<file path="src/rtl/sspi_regbank.sv">
// sspi_regbank: control/status registers plus a sample FIFO read port,
// sitting behind the SPI slave's addr/dout/rd/we strobes.
module sspi_regbank #(
   parameter int unsigned DEPTH = 16,
   parameter logic [7:0]  ID    = 8'hD5
) (
   input  logic       clk,
   input  logic       rst,
   input  logic [6:0] addr,
   input  logic [7:0] wdata,
   input  logic       rd,
   input  logic       we,
   output logic [7:0] rdata,
   input  logic [7:0] s_data,
   input  logic       s_valid,
   output logic       s_ready,
   input  logic       trig_in,
   output logic [7:0] ctrl,
   output logic [7:0] trig_level,
   output logic [7:0] div,
   output logic       start
);

   localparam int unsigned AW = $clog2(DEPTH);
   localparam logic [AW:0] FULL_CNT = (AW+1)'(DEPTH);

   localparam logic [6:0] A_ID     = 7'h00;
   localparam logic [6:0] A_CTRL   = 7'h01;
   localparam logic [6:0] A_TRIG   = 7'h02;
   localparam logic [6:0] A_DIV    = 7'h03;
   localparam logic [6:0] A_STATUS = 7'h04;
   localparam logic [6:0] A_CMD    = 7'h05;
   localparam logic [6:0] A_CNT    = 7'h06;
   localparam logic [6:0] A_DATA   = 7'h07;

   logic [7:0]    ctrl_q, trig_level_q, div_q;
   logic          start_q;
   logic          trig_q, ovf_q, udf_q;
   logic [7:0]    mem [DEPTH];
   logic [AW-1:0] wptr, rptr;
   logic [AW:0]   count;

   logic full, empty;
   logic wr_cmd, wr_status;
   logic flush, pop_req, pop_ok, push_ok;
   logic ovf_set, udf_set;

   // Strobe decode and FIFO push/pop qualification
   always_comb begin
      full      = (count == FULL_CNT);
      empty     = (count == '0);
      wr_cmd    = we && (addr == A_CMD);
      wr_status = we && (addr == A_STATUS);
      flush     = wr_cmd && wdata[1];
      pop_req   = rd && (addr == A_DATA);
      pop_ok    = pop_req && !empty;
      udf_set   = pop_req && empty;
      // a pop in the same cycle frees the slot, so a full FIFO still accepts
      push_ok   = s_valid && !flush && (!full || pop_req);
      ovf_set   = s_valid && full && !pop_req && !flush;
   end

   // Control registers, start pulse and sticky flags (set beats W1C)
   always_ff @(posedge clk) begin
      if (rst) begin
         ctrl_q       <= '0;
         trig_level_q <= 8'h80;
         div_q        <= '0;
         start_q      <= 1'b0;
         trig_q       <= 1'b0;
         ovf_q        <= 1'b0;
         udf_q        <= 1'b0;
      end else begin
         if (we && addr == A_CTRL) ctrl_q       <= wdata;
         if (we && addr == A_TRIG) trig_level_q <= wdata;
         if (we && addr == A_DIV)  div_q        <= wdata;
         start_q <= wr_cmd && wdata[0];
         trig_q  <= (trig_q & ~(wr_status & wdata[0])) | trig_in;
         ovf_q   <= (ovf_q  & ~(wr_status & wdata[1])) | ovf_set;
         udf_q   <= (udf_q  & ~(wr_status & wdata[2])) | udf_set;
      end
   end

   // FIFO pointers and level
   always_ff @(posedge clk) begin
      if (rst || flush) begin
         wptr  <= '0;
         rptr  <= '0;
         count <= '0;
      end else begin
         if (push_ok) wptr <= wptr + 1'b1;
         if (pop_ok)  rptr <= rptr + 1'b1;
         count <= count + {{AW{1'b0}}, push_ok} - {{AW{1'b0}}, pop_ok};
      end
   end

   // FIFO storage; contents need no reset since the pointers define validity
   always_ff @(posedge clk) begin
      if (!rst && push_ok) mem[wptr] <= s_data;
   end

   // Combinational read mux, valid in the same cycle as rd
   always_comb begin
      rdata = '0;
      case (addr)
         A_ID:     rdata = ID;
         A_CTRL:   rdata = ctrl_q;
         A_TRIG:   rdata = trig_level_q;
         A_DIV:    rdata = div_q;
         A_STATUS: rdata = {3'b000, full, empty, udf_q, ovf_q, trig_q};
         A_CNT:    rdata = 8'(count);
         A_DATA:   rdata = empty ? 8'h00 : mem[rptr];
         default:  rdata = '0;
      endcase
   end

   assign s_ready    = ~full;
   assign ctrl       = ctrl_q;
   assign trig_level = trig_level_q;
   assign div        = div_q;
   assign start      = start_q;

endmodule

</file>
<file path="config.mk">
export PLATFORM = sky130hd
export DESIGN_NAME = sspi_regbank
export DESIGN_NICKNAME = d
export VERILOG_FILES = /design/src/rtl/sspi_regbank.sv
export SDC_FILE = /design/constraint.sdc
export NUM_CORES = 1
export LEC_CHECK = 0
export CAP_MARGIN = 40
export CORE_MARGIN = 2
export CORE_UTILIZATION = 40
export CTS_CLUSTER_SIZE = 20
export DETAILED_ROUTE_END_ITERATION = 10
export SYNTH_ARGS = -nofsm -noshare
export SYNTH_HDL_FRONTEND = slang
export SYNTH_SLANG_ARGS = --single-unit
</file>
<file path="constraint.sdc">
create_clock -name clk -period 4.8 [get_ports clk]
set_clock_uncertainty 0.1 [all_clocks]
set_input_delay 0.48 -clock clk [delete_from_list [all_inputs] [get_ports clk]]
set_output_delay 0.48 -clock clk [all_outputs]
set_load 0.01 [all_outputs]
</file>
Word level (Yosys, flattened, before mapping):

Memory sizes are Yosys's and may differ from the RTL's. A register that Yosys moved wholly into a read port is not among the register bits.
Cells that the tools add are included.

* memories: 1
* memory bits (writable): 128
* input port bits: 29
* output and inout bits: 34
* memory bits (read-only): 0
* word-level logic and storage cells: 67
* latch bits: 0
* flip-flop bits (word level): 41

* multiply operators: 0
* shift-type cells: 0
* $lt $le $gt $ge: 0
* reduce and logical (&&, ||, !) cells: 25
* multiplexer cells: 6
* add/sub/neg operators: 4
* div/mod/pow operators: 0
* bitwise logic cells: 13
* equality and inequality tests: 8

Memory list
* mem: depth 16, bits a word 8, rd ports 1, clocked after memory_dff 1, write ports 1, RTL line 39 `logic [7:0] mem [DEPTH];`

Operator list (count)
* $pmux 8 s7: 1
* $eq 7x3->1 const B: 4
* $logic_and 1x1->1: 16
* $eq 7x2->1 const B: 2
* $add 4x1->4 const B: 2
* $mux 4: 2
* $mux 8: 1
* $eq 7x1->1 const B: 1
* $logic_not 7->1: 1
* $and 1x1->1: 6
* $add 5x1->5: 1
* $eq 5x5->1 const B: 1
* $logic_not 1->1: 5
* $logic_not 5->1: 1
* $sub 5x1->5: 1
* $not 1->1: 4
* $or 1x1->1: 3
* $logic_or 1x1->1: 2
* $mux 1: 2

Longest topological paths before layout:

Gate-level depths: netlist (run 1).

* depth after elaboration: 9
* mapped depth: 14
* mapped depth without buffers: 13

Worst setup path before layout (run 1):

OpenSTA, ideal clock, no wires.

* path type: input -> register
* start point: input addr[3]
* end point: register count[4]
* setup slack: 1.385 ns
* data arrival time: 3.245 ns
* cell stages on the path: 13
* required time: 4.630 ns
* buffers on the path: 2
* library setup time: 0.070 ns
* cells stage by stage: or4_4 buf_6 o31ai_4 nand3_4 buf_6 ha_1 inv_1 ha_1 fa_1 a21oi_1 nor2_1 or3_1 a21oi_1

* word-level cells in the longest chain between the ends: 8
* elaborated cells between the ends (all ways): 13

Ends and longest elaborated chain
* from (decl): RTL line 9 `input logic [6:0] addr,`
* $eq 7x3->1: RTL line 52 `wr_cmd = we && (addr == A_CMD);`
* $logic_and 1x1->1: RTL line 52
* $logic_and 1x1->1: RTL line 54 `flush = wr_cmd && wdata[1];`
* $logic_not 1->1: RTL line 59 `push_ok = s_valid && !flush && (!full || pop_req);`
* $logic_and 1x1->1 (2 in a row): RTL line 59
* $add 5x1->5: RTL line 93 `count <= count + {{AW{1'b0}}, push_ok} - {{AW{1'b0}}, pop_ok};`
* $sub 5x1->5: RTL line 93
* to (signal assigned): RTL line 93
* to (decl): RTL line 41 `logic [AW:0] count;`

Parallel ways exist; a longest one is shown, timed or not.
A chain may end at the register's enable or synchronous reset.

Worst setup path in the final report (run 1):

* start point: input addr[3]
* end point: output rdata[7]

* word-level cells in the longest chain between the ends: 2
* elaborated cells between the ends (all ways): 8

Ends and longest elaborated chain
* $eq 7x3->1 (tied with other cells): RTL line 105 `case (addr)`
* $pmux 8 s7 (*): RTL line 105
* to (decl): RTL line 13 `output logic [7:0] rdata,`

Mark *: on every way between the ends. The rest lies on a longest branch, timed or not.

==> out/results.ini, run 1 <==
[worst_setup_path]
cpLargestDelayFamily = buffers and inverters
start_kind = input port
crit_buf_inv = 2
critPathArrivalTime_ns = 3.21
worstPathCellList = clkdlybuf4s50_1, nor4_4, nand4_1, o32ai_1, o21bai_1, clkdlybuf4s50_1
crit_path_top_delay_cell = nor4_4
crit_path_frequent_cell = clkdlybuf4s50_1
required_ns = 4.22
cp_max_fo = 9
end_kind = output pin
critPathMaxStageDelay_ns = 0.58
worst-setup-path-type = in2out

[routing]
drt-vias-per-instance = 5.599
ant_nets = 0
wl_mm = 17.22
vias = 4518
dr.pass1.iters = 9
wl_per_cell_um = 21.33
drt_iter0_drc = 369
drc = 8

[grt]
grt_max_degree = 30
track_usage_pct = 18.11
gr-total-overflow = 0
antenna_found_initial = 0
grt_pass1_wl_mm = 26.63
grt_pass1_vias = 4536

[cts]
cts_buffers = 17
clock_path_buffers = 2
postCtsSetupBuffers = 0
clkTransAtPathRegs_ns = 0.07
holdBufCountCts = 0
cts-root-buf = clkbuf_16
cts_tree = yes
ctsResizeCount = 0
ctsHtreeMaxLevel = 4
cts_sinks = 173
clk_latency_ns = 0.43

[status]
status = complete, but fails checks
violations = design-rule violations

[place]
place_area_um2 = 8413
dp_hpwl_mm = 11.68
io_buffer_count = 62
gp_congestion = 0.7742

[timing]
setup_violations = 0
maxSlewViolCount = 0
fin_tns_setup_ns = 0
worst_pin_slew_ns = 0.7151
whs_ns = 0.3590
hold_violations = 0
slew-limit-headroom_pct = 52.07
finalCriticalPeriod_ns = 3.793
post-route-period-util_pct = 79.03
rsz0062_at_grt = false
fmax_mhz = 263.6

[synth]
postSynthAreaPerCell_um2 = 15.22
syn_nets = 528
synth-seq-cells = 173
synth_common_cells = 128 x edfxtp_1, 48 x mux2i_1, 45 x dfxtp_1
ys_seq_area_share_pct = 64.02
ys_top_cells_by_area = edfxtp_1 52%, dfxtp_1 12%, mux4_2 9.7%
syn-instance-count = 487
synth_most_common_cell = edfxtp_1
async_reset_ff_share_pct = 0
netlist_area_um2 = 7411
yosys.area.top_type = edfxtp_1
synth-edff-count = 128
synth_top_area_share_pct = 51.87
yosysWarnings = 0
synthFlopType = edfxtp_1
ys_types = 54

[power]
power_mw = 3.375
irDropWorstVdd_v = 0.0003974
p_per_area_nw_per_um2 = 373.8
leakagePower_nw = 3.048

[finish]
nets = 606
seq_area_um2 = 4746
antenna_cells = 0
multi_input_area_um2 = 2489
area_growth_pct = 21.83
drive_gt1_share_pct = 19.55
finalInstanceArea_um2 = 9029
fillers = 1504

[floorplan]
die_w_um = 140.1
dieArea_um2 = 19630
num_rows = 49
initial_utilization_pct = 40.98
die-height_um = 140.1
io_pins = 63
core_um2 = 18090

[run]
max_cap_violations = 0

[worst_hold_path]
hold_class = reg2reg

==> metrics by stage <==
stage	setup slack (ns)	instances	utilization (%)
global placement	0.7742	765	46.07
finish	1.007	807	49.92
global route	0.9387	807	49.92
CTS	1.087	807	49.92
floorplan	1.385	487	-
detailed placement	0.6908	775	46.52
==> registers in the layout, indices dropped and copies added (netlist names), named ones only <==
register	count
trig_level	8
trig_q	1
udf_q	1
start	1
ctrl	8
wptr	4
count	5
rptr	4
ovf_q	1
mem	128
div	8
==> layout make-up <==
cell class / count / area share (%)
clock buffers: 17 / 4.712
clock inverters: 15 / 2.106
inverters: 17 / 0.7068
multi-input cells: 267 / 27.56
flip-flops and latches: 173 / 52.56
well taps: 229 / 3.174
repair buffers: 89 / 9.174
==> cells by family after synthesis <==
group | synth area share [%]
flops | 64.02
simple gates | 9.286
mux | 16.51
compound gates | 4.728
buf+inv | 2.735
fa+ha+maj | 2.127
xor+xnor | 0.5910
==> path summary, 6_finish.rpt <==
path,startpoint,endpoint,slack (ns),cells past startpoint
worst min register to register,ovf_q,ovf_q,0.36,2
worst min-delay path,ovf_q,ovf_q,0.36,2
worst max-delay path,addr[3],rdata[7],1.01,6
worst max register to register,count[3],count[4],1.30,13
==> placed cells by master (no fill, tap or decap), types with 4 or more instances in the layout <==
| cell | instances |
|---|---|
| nand2b_1 | 8 |
| inv_6 | 4 |
| or3_1 | 5 |
| nor2_1 | 40 |
| edfxtp_1 | 128 |
| mux2i_1 | 48 |
| o221ai_1 | 7 |
| nand4_1 | 9 |
| nor3_2 | 6 |
| buf_4 | 25 |
| ha_1 | 11 |
| nor2b_1 | 4 |
| mux4_2 | 32 |
| inv_1 | 16 |
| a21oi_1 | 12 |
| dfxtp_1 | 44 |
| nand3_1 | 9 |
| clkdlybuf4s50_1 | 62 |
| o21ai_0 | 6 |
| nor4_2 | 4 |
| nand2_1 | 13 |
| clkbuf_16 | 17 |
==> worst min-delay path: stages, from the launching register on <==
cell	delay, ns
dfxtp_1	0.31
nand2_1	0.05
a21oi_1	0.05
==> report_power, final <==
| group | internal, mW | total (mW) | switching [mW] |
|---|---|---|---|
| Clock | 0.754 | 1.42 | 0.668 |
| Combinational | 0.125 | 0.297 | 0.172 |
| Sequential | 1.63 | 1.66 | 0.0220 |
==> layer usage <==
metal / track usage [%] / share of wire [%] / vias up
met5: 0 / 0 / -
met4: 4.997 / 1.6 / 0
met3: 4.513 / 6.4 / 25
met2: 30.20 / 49 / 145
met1: 23.81 / 43 / 2297
li1: - / - / 2051
No activity file was read; power rests on OpenSTA's default activity.
==> run 2: changes to the inputs <==
==> constraint.sdc (replaced) <==
create_clock -name clk -period 3.54 [get_ports clk]
set_clock_uncertainty 0.1 [all_clocks]
set_input_delay 0.354 -clock clk [delete_from_list [all_inputs] [get_ports clk]]
set_output_delay 0.354 -clock clk [all_outputs]
set_load 0.01 [all_outputs]
==> out/results.ini, run 2 (synthesis results as in run 1) <==
[grt]
antenna_found_initial = 0  ; unchanged
grt_pass1_vias = 4629  ; +2.1%
grt_pass1_wl_mm = 26.81  ; +0.67%
track_usage_pct = 18.19  ; +0.074 points
grt_max_degree = 28  ; -6.7%
gr-total-overflow = 0  ; unchanged

[cts]
postCtsSetupBuffers = 0  ; unchanged
clk_latency_ns = 0.43  ; about the same
cts_sinks = 173  ; unchanged
clkTransAtPathRegs_ns = 0.07  ; about the same
holdBufCountCts = 0  ; unchanged
cts-root-buf = clkbuf_16
cts_tree = yes
ctsHtreeMaxLevel = 4  ; unchanged
cts_buffers = 17  ; unchanged
clock_path_buffers = 2  ; unchanged

[floorplan]
core_um2 = 18090  ; unchanged
die_w_um = 140.1  ; unchanged
initial_utilization_pct = 40.98  ; unchanged
dieArea_um2 = 19630  ; unchanged
num_rows = 49  ; unchanged
io_pins = 63  ; unchanged
die-height_um = 140.1  ; unchanged

[finish]
nets = 617  ; +1.8%
layout_common_cells = 128 x edfxtp_1, 60 x clkdlybuf4s50_1, 48 x mux2i_1, 44 x dfxtp_1, 40 x nor2_1
largest_register = mem
area_growth_pct = 22.86
antenna_cells = 0  ; unchanged
fillers = 1509  ; +0.33%
drive_gt1_share_pct = 21.05  ; +1.5 points
largest_reg_flops = 128  ; unchanged
final_common_cell = edfxtp_1

[timing]
hold_violations = 0  ; unchanged
fmax_mhz = 290.8
finalCriticalPeriod_ns = 3.439
rsz0062_at_grt = false
maxSlewViolCount = 0  ; unchanged
post-route-period-util_pct = 97.13
fin_tns_setup_ns = 0  ; unchanged
whs_ns = 0.3732  ; +0.01421 ns
setup_violations = 0  ; unchanged
worst_pin_slew_ns = 0.7261  ; +0.01100 ns
slew-limit-headroom_pct = 51.34  ; -0.74 points

[power]
irDropWorstVdd_v = 0.0003176  ; -20%
p_per_area_nw_per_um2 = 504.2  ; +35%
leakagePower_nw = 3.122  ; +2.4%

[status]
violations = design-rule violations
status = complete, but fails checks

[worst_setup_path]
required_ns = 3.09  ; -1.13 ns
worst-setup-path-type = reg2out
start_kind = flop
cp_max_fo = 8  ; -1
end_kind = output pin
critPathArrivalTime_ns = 2.98  ; -0.23 ns

[routing]
drt-vias-per-instance = 5.451  ; -2.6%
drc = 8  ; unchanged
drt_iter0_drc = 453  ; +23%
vias = 4459  ; -1.3%
ant_nets = 0  ; unchanged
dr.pass1.iters = 8  ; -1
wl_mm = 17.16  ; -0.33%
wl_per_cell_um = 20.98  ; -1.7%

[place]
io_buffer_count = 62  ; unchanged
dp_hpwl_mm = 11.55  ; -1.2%
gp_congestion = 0.8087  ; +4.5%

[worst_hold_path]
hold_class = reg2reg

[run]
max_cap_violations = 0  ; unchanged

run 2: final cells by class:
| type | count | area [um^2] | area share [%] |
|---|---|---|---|
| clock buffer | 18 | 429.2 | 4.713 |
| tap | 229 | 286.5 | 3.147 |
| inverter | 17 | 63.81 | 0.7008 |
| multi-input combinational | 267 | 2494 | 27.39 |
| sequential | 173 | 4746 | 52.12 |
| timing repair buffer | 100 | 910.9 | 10.00 |
| clock inverter | 14 | 175.2 | 1.924 |
run 2: final timing paths:
| check | startpoint | endpoint | slack, ns | cells after the start |
|---|---|---|---|---|
| min | ovf_q | ovf_q | 0.37 | 2 |
| max reg2reg | count[3] | count[4] | 0.24 | 13 |
| min reg2reg | ovf_q | ovf_q | 0.37 | 2 |
| max | count[3] | rdata[1] | 0.10 | 9 |
run 2: through the flow:
| step | setup WS (ns) | util [%] | area, um^2 | power [mW] | cells |
|---|---|---|---|---|---|
| CTS | 0.03315 | 50.29 | 9095 | 4.630 | 818 |
| detailed placement | -0.05121 | 46.95 | 8491 | 2.722 | 786 |
| finish | 0.1015 | 50.34 | 9105 | 4.591 | 818 |
| global placement | 0.02366 | 46.95 | 8491 | 2.709 | 786 |
| global route | 0.01439 | 50.34 | 9105 | 4.749 | 818 |
| floorplan | 0.2511 | - | 7411 | 2.546 | 487 |
run 2: worst max-delay path: stages, from the launching register on:
cell and delay, ns:
dfxtp_1 0.32, inv_1 0.15, ha_1 0.21, or4b_2 0.63, buf_4 0.19, nand4_1 0.09
buf_4 0.17, or2_2 0.12, o221ai_1 0.16, clkdlybuf4s50_1 0.53
run 2: repair_timing:
item                                   in CTS  in global routing
gates resized for setup                     0                  3
setup endpoints to repair                   0                  7
endpoints found under the hold margin       0                  0
run 2: where the power goes:
| part | switching, mW | internal, mW |
|---|---|---|
| registers | 0.0323 | 2.22 |
| logic | 0.244 | 0.191 |
| clock network | 0.838 | 1.07 |
| total | 1.11 | 3.48 |
run 2: metal layers:
layer  vias to the layer above  track usage (%)  part of all wire [%]
li1                       2062                -                     -
met1                      2237            24.26                    43
met2                       136            30.31                    49
met3                        24            3.726                   5.7
met4                         0            5.476                   1.4
met5                         -                0                     0
==> run 3: changes to the inputs <==
--- a/config.mk
+++ b/config.mk
@@ -10,6 +10,7 @@
 export CORE_UTILIZATION = 40
 export CTS_CLUSTER_SIZE = 20
 export DETAILED_ROUTE_END_ITERATION = 10
+export PLACE_DENSITY = 0.58
 export SYNTH_ARGS = -nofsm -noshare
 export SYNTH_HDL_FRONTEND = slang
 export SYNTH_SLANG_ARGS = --single-unit
==> constraint.sdc (replaced) <==
create_clock -name clk -period 3.3 [get_ports clk]
set_clock_uncertainty 0.1 [all_clocks]
set_input_delay 0.33 -clock clk [delete_from_list [all_inputs] [get_ports clk]]
set_output_delay 0.33 -clock clk [all_outputs]
set_load 0.01 [all_outputs]
==> out/results.ini, run 3 (synthesis results as in run 1) <==
[worst_setup_path]
cpLargestDelayFamily = simple AND/OR/NAND/NOR gates
critPathArrivalTime_ns = 3.35  ; +0.37 ns
cp_max_fo = 2  ; -6
crit_path_top_delay_cell = or4_4
critPathMaxStageDelay_ns = 0.53  ; -0.10 ns
worstPathCellList = clkdlybuf4s50_1, or4_4, o31ai_4, nand3_4, ha_1, inv_1, ha_1, fa_1, a21oi_1, nor2_1, or3_1, a21oi_2
start_kind = input port
crit_path_frequent_cell = ha_1
end_kind = flop
required_ns = 3.54  ; +0.45 ns
crit_buf_inv = 2  ; -2
worst-setup-path-type = in2reg

[finish]
finalInstanceArea_um2 = 9169  ; +0.70%
drive_gt1_share_pct = 22.55  ; +1.5 points
largest_reg_flops = 128  ; unchanged
layout_common_cells = 128 x edfxtp_1, 54 x clkdlybuf4s50_1, 50 x buf_4, 48 x mux2i_1, 43 x dfxtp_1
largest_register = mem
final_common_cell = edfxtp_1
area_growth_pct = 23.72
antenna_cells = 0  ; unchanged
nets = 631  ; +2.3%

[cts]
cts-root-buf = clkbuf_16
clock_path_buffers = 2  ; unchanged
clkTransAtPathRegs_ns = 0.06  ; about the same
cts_tree = yes
clk_latency_ns = 0.42  ; about the same
ctsHtreeMaxLevel = 4  ; unchanged
cts_buffers = 17  ; unchanged
cts_sinks = 173  ; unchanged

[floorplan]
io_pins = 63  ; unchanged
core_um2 = 18090  ; unchanged
num_rows = 49  ; unchanged
initial_utilization_pct = 40.98  ; unchanged
dieArea_um2 = 19630  ; unchanged
die_w_um = 140.1  ; unchanged
die-height_um = 140.1  ; unchanged

[timing]
setup_violations = 0  ; unchanged
whs_ns = 0.3644  ; -0.008743 ns
slew-limit-headroom_pct = 58.27  ; +6.9 points
rsz0062_at_grt = false
maxSlewViolCount = 0  ; unchanged
worst_pin_slew_ns = 0.6162  ; -0.1099 ns
fin_tns_setup_ns = 0  ; unchanged
post-route-period-util_pct = 94.25
hold_violations = 0  ; unchanged
fmax_mhz = 321.5
finalCriticalPeriod_ns = 3.110

[routing]
vias = 4492  ; +0.74%
wl_mm = 17.01  ; -0.89%
ant_nets = 0  ; unchanged
wl_per_cell_um = 20.44  ; -2.6%
drc = 10  ; +2
drt_iter0_drc = 442  ; -2.4%
drt-vias-per-instance = 5.399  ; -0.96%
dr.pass1.iters = 8  ; unchanged

[place]
io_buffer_count = 62  ; unchanged
dp_hpwl_mm = 11.62  ; +0.67%
gp_congestion = 0.8104  ; +0.21%
place_area_um2 = 8593  ; +1.2%

[grt]
track_usage_pct = 18.15  ; -0.035 points
grtUsageMet1_pct = 24.12  ; -0.14 points
gr-total-overflow = 0  ; unchanged
grt_pass1_wl_mm = 26.38  ; -1.6%
grt_max_degree = 32  ; +14%
use_met3_pct = 4.171  ; +0.44 points
use_met2_pct = 30.31  ; unchanged
grt.busiest_layer = met2
antenna_found_initial = 1  ; +1
grt_pass1_vias = 4548  ; -1.7%

[status]
status = complete, but fails checks
violations = design-rule violations

[power]
seqPwrFrac_pct = 50.3  ; +1.3 points
clock_power_share_pct = 39.5  ; -2.0 points
leakagePower_nw = 3.184  ; +2.0%
swShare_pct = 23.74  ; -0.54 points
combPwrFrac_pct = 10.1  ; +0.6 points
irDropWorstVdd_v = 0.0003334  ; +5.0%
p_int_mw = 3.656  ; +5.2%
p_sw_mw = 1.138  ; +2.1%
p_per_area_nw_per_um2 = 523.0  ; +3.7%

[run]
max_cap_violations = 0  ; unchanged

[worst_hold_path]
hold_class = reg2reg

[run 3: cell count changes in the layout (fill, tap and decap cells not counted), sizes merged, moves of 2 or more]
cell / change
clkdlybuf4s50: -6
dlygate4sd2: +8
clkinv: +2
dlymetal6s2s: -2
buf: +14
[run 3: layout make-up]
type                    instances  area [um^2]
clock inverters                13        128.9
flip-flops and latches        173         4747
inverters                      17        63.81
repair buffers                114         1026
multi-input cells             267         2484
well taps                     229        286.5
fillers                      1557         8917
clock buffers                  19        432.9
[run 3: path summary, 6_finish.rpt]
path | start | end | slack (ns) | depth (start not counted)
setup reg to reg | count[2] | count[4] | 0.22 | 13
hold reg to reg | ovf_q | ovf_q | 0.36 | 2
hold / removal | ovf_q | ovf_q | 0.36 | 2
setup / recovery | addr[4] | count[4] | 0.19 | 12
[run 3: timing repair]
item                                    in CTS  in global routing
endpoints found under the setup margin       8                  3
setup buffers                                0                  1
hold buffers                                 0                  0
gates resized for setup                     11                  3
pin swaps                                    0                  1
[run 3: power groups by stage]
stage	clock, mW	combinational (mW)	sequential [mW]
2_1_floorplan	0	0.285	2.45
3_3_place_gp	0	0.460	2.46
3_5_place_dp	0	0.472	2.46
4_1_cts	1.94	0.475	2.41
5_1_grt	2.03	0.534	2.42
6_report	1.90	0.486	2.41
[run 3: per-stage QoR]
stage               std cells  setup slack [ns]  power (mW)  utilization [%]
floorplan                 487           0.03514       2.731                -
global placement          799           -0.1635       2.918            47.51
detailed placement        799           -0.2400       2.932            47.51
CTS                       831           0.05220       4.831            50.60
global route              832           0.03803       4.978            50.70
finish                    832            0.1898       4.795            50.70
[run 3: worst reg2reg max path: stages (launching register included)]
cell     delay [ns]
dfxtp_1        0.36
inv_1          0.10
ha_2           0.20
or4b_4         0.47
nand4_1        0.13
inv_1          0.06
ha_1           0.27
inv_1          0.04
ha_1           0.20
fa_1           0.38
a21oi_1        0.16
nor2_1         0.06
or3_1          0.35
a21oi_2        0.14
[run 3: layer usage]
layer	vias up	share of wire [%]
li1	2096	-
met1	2258	45
met2	113	49
met3	25	4.6
met4	0	1.5
met5	-	0
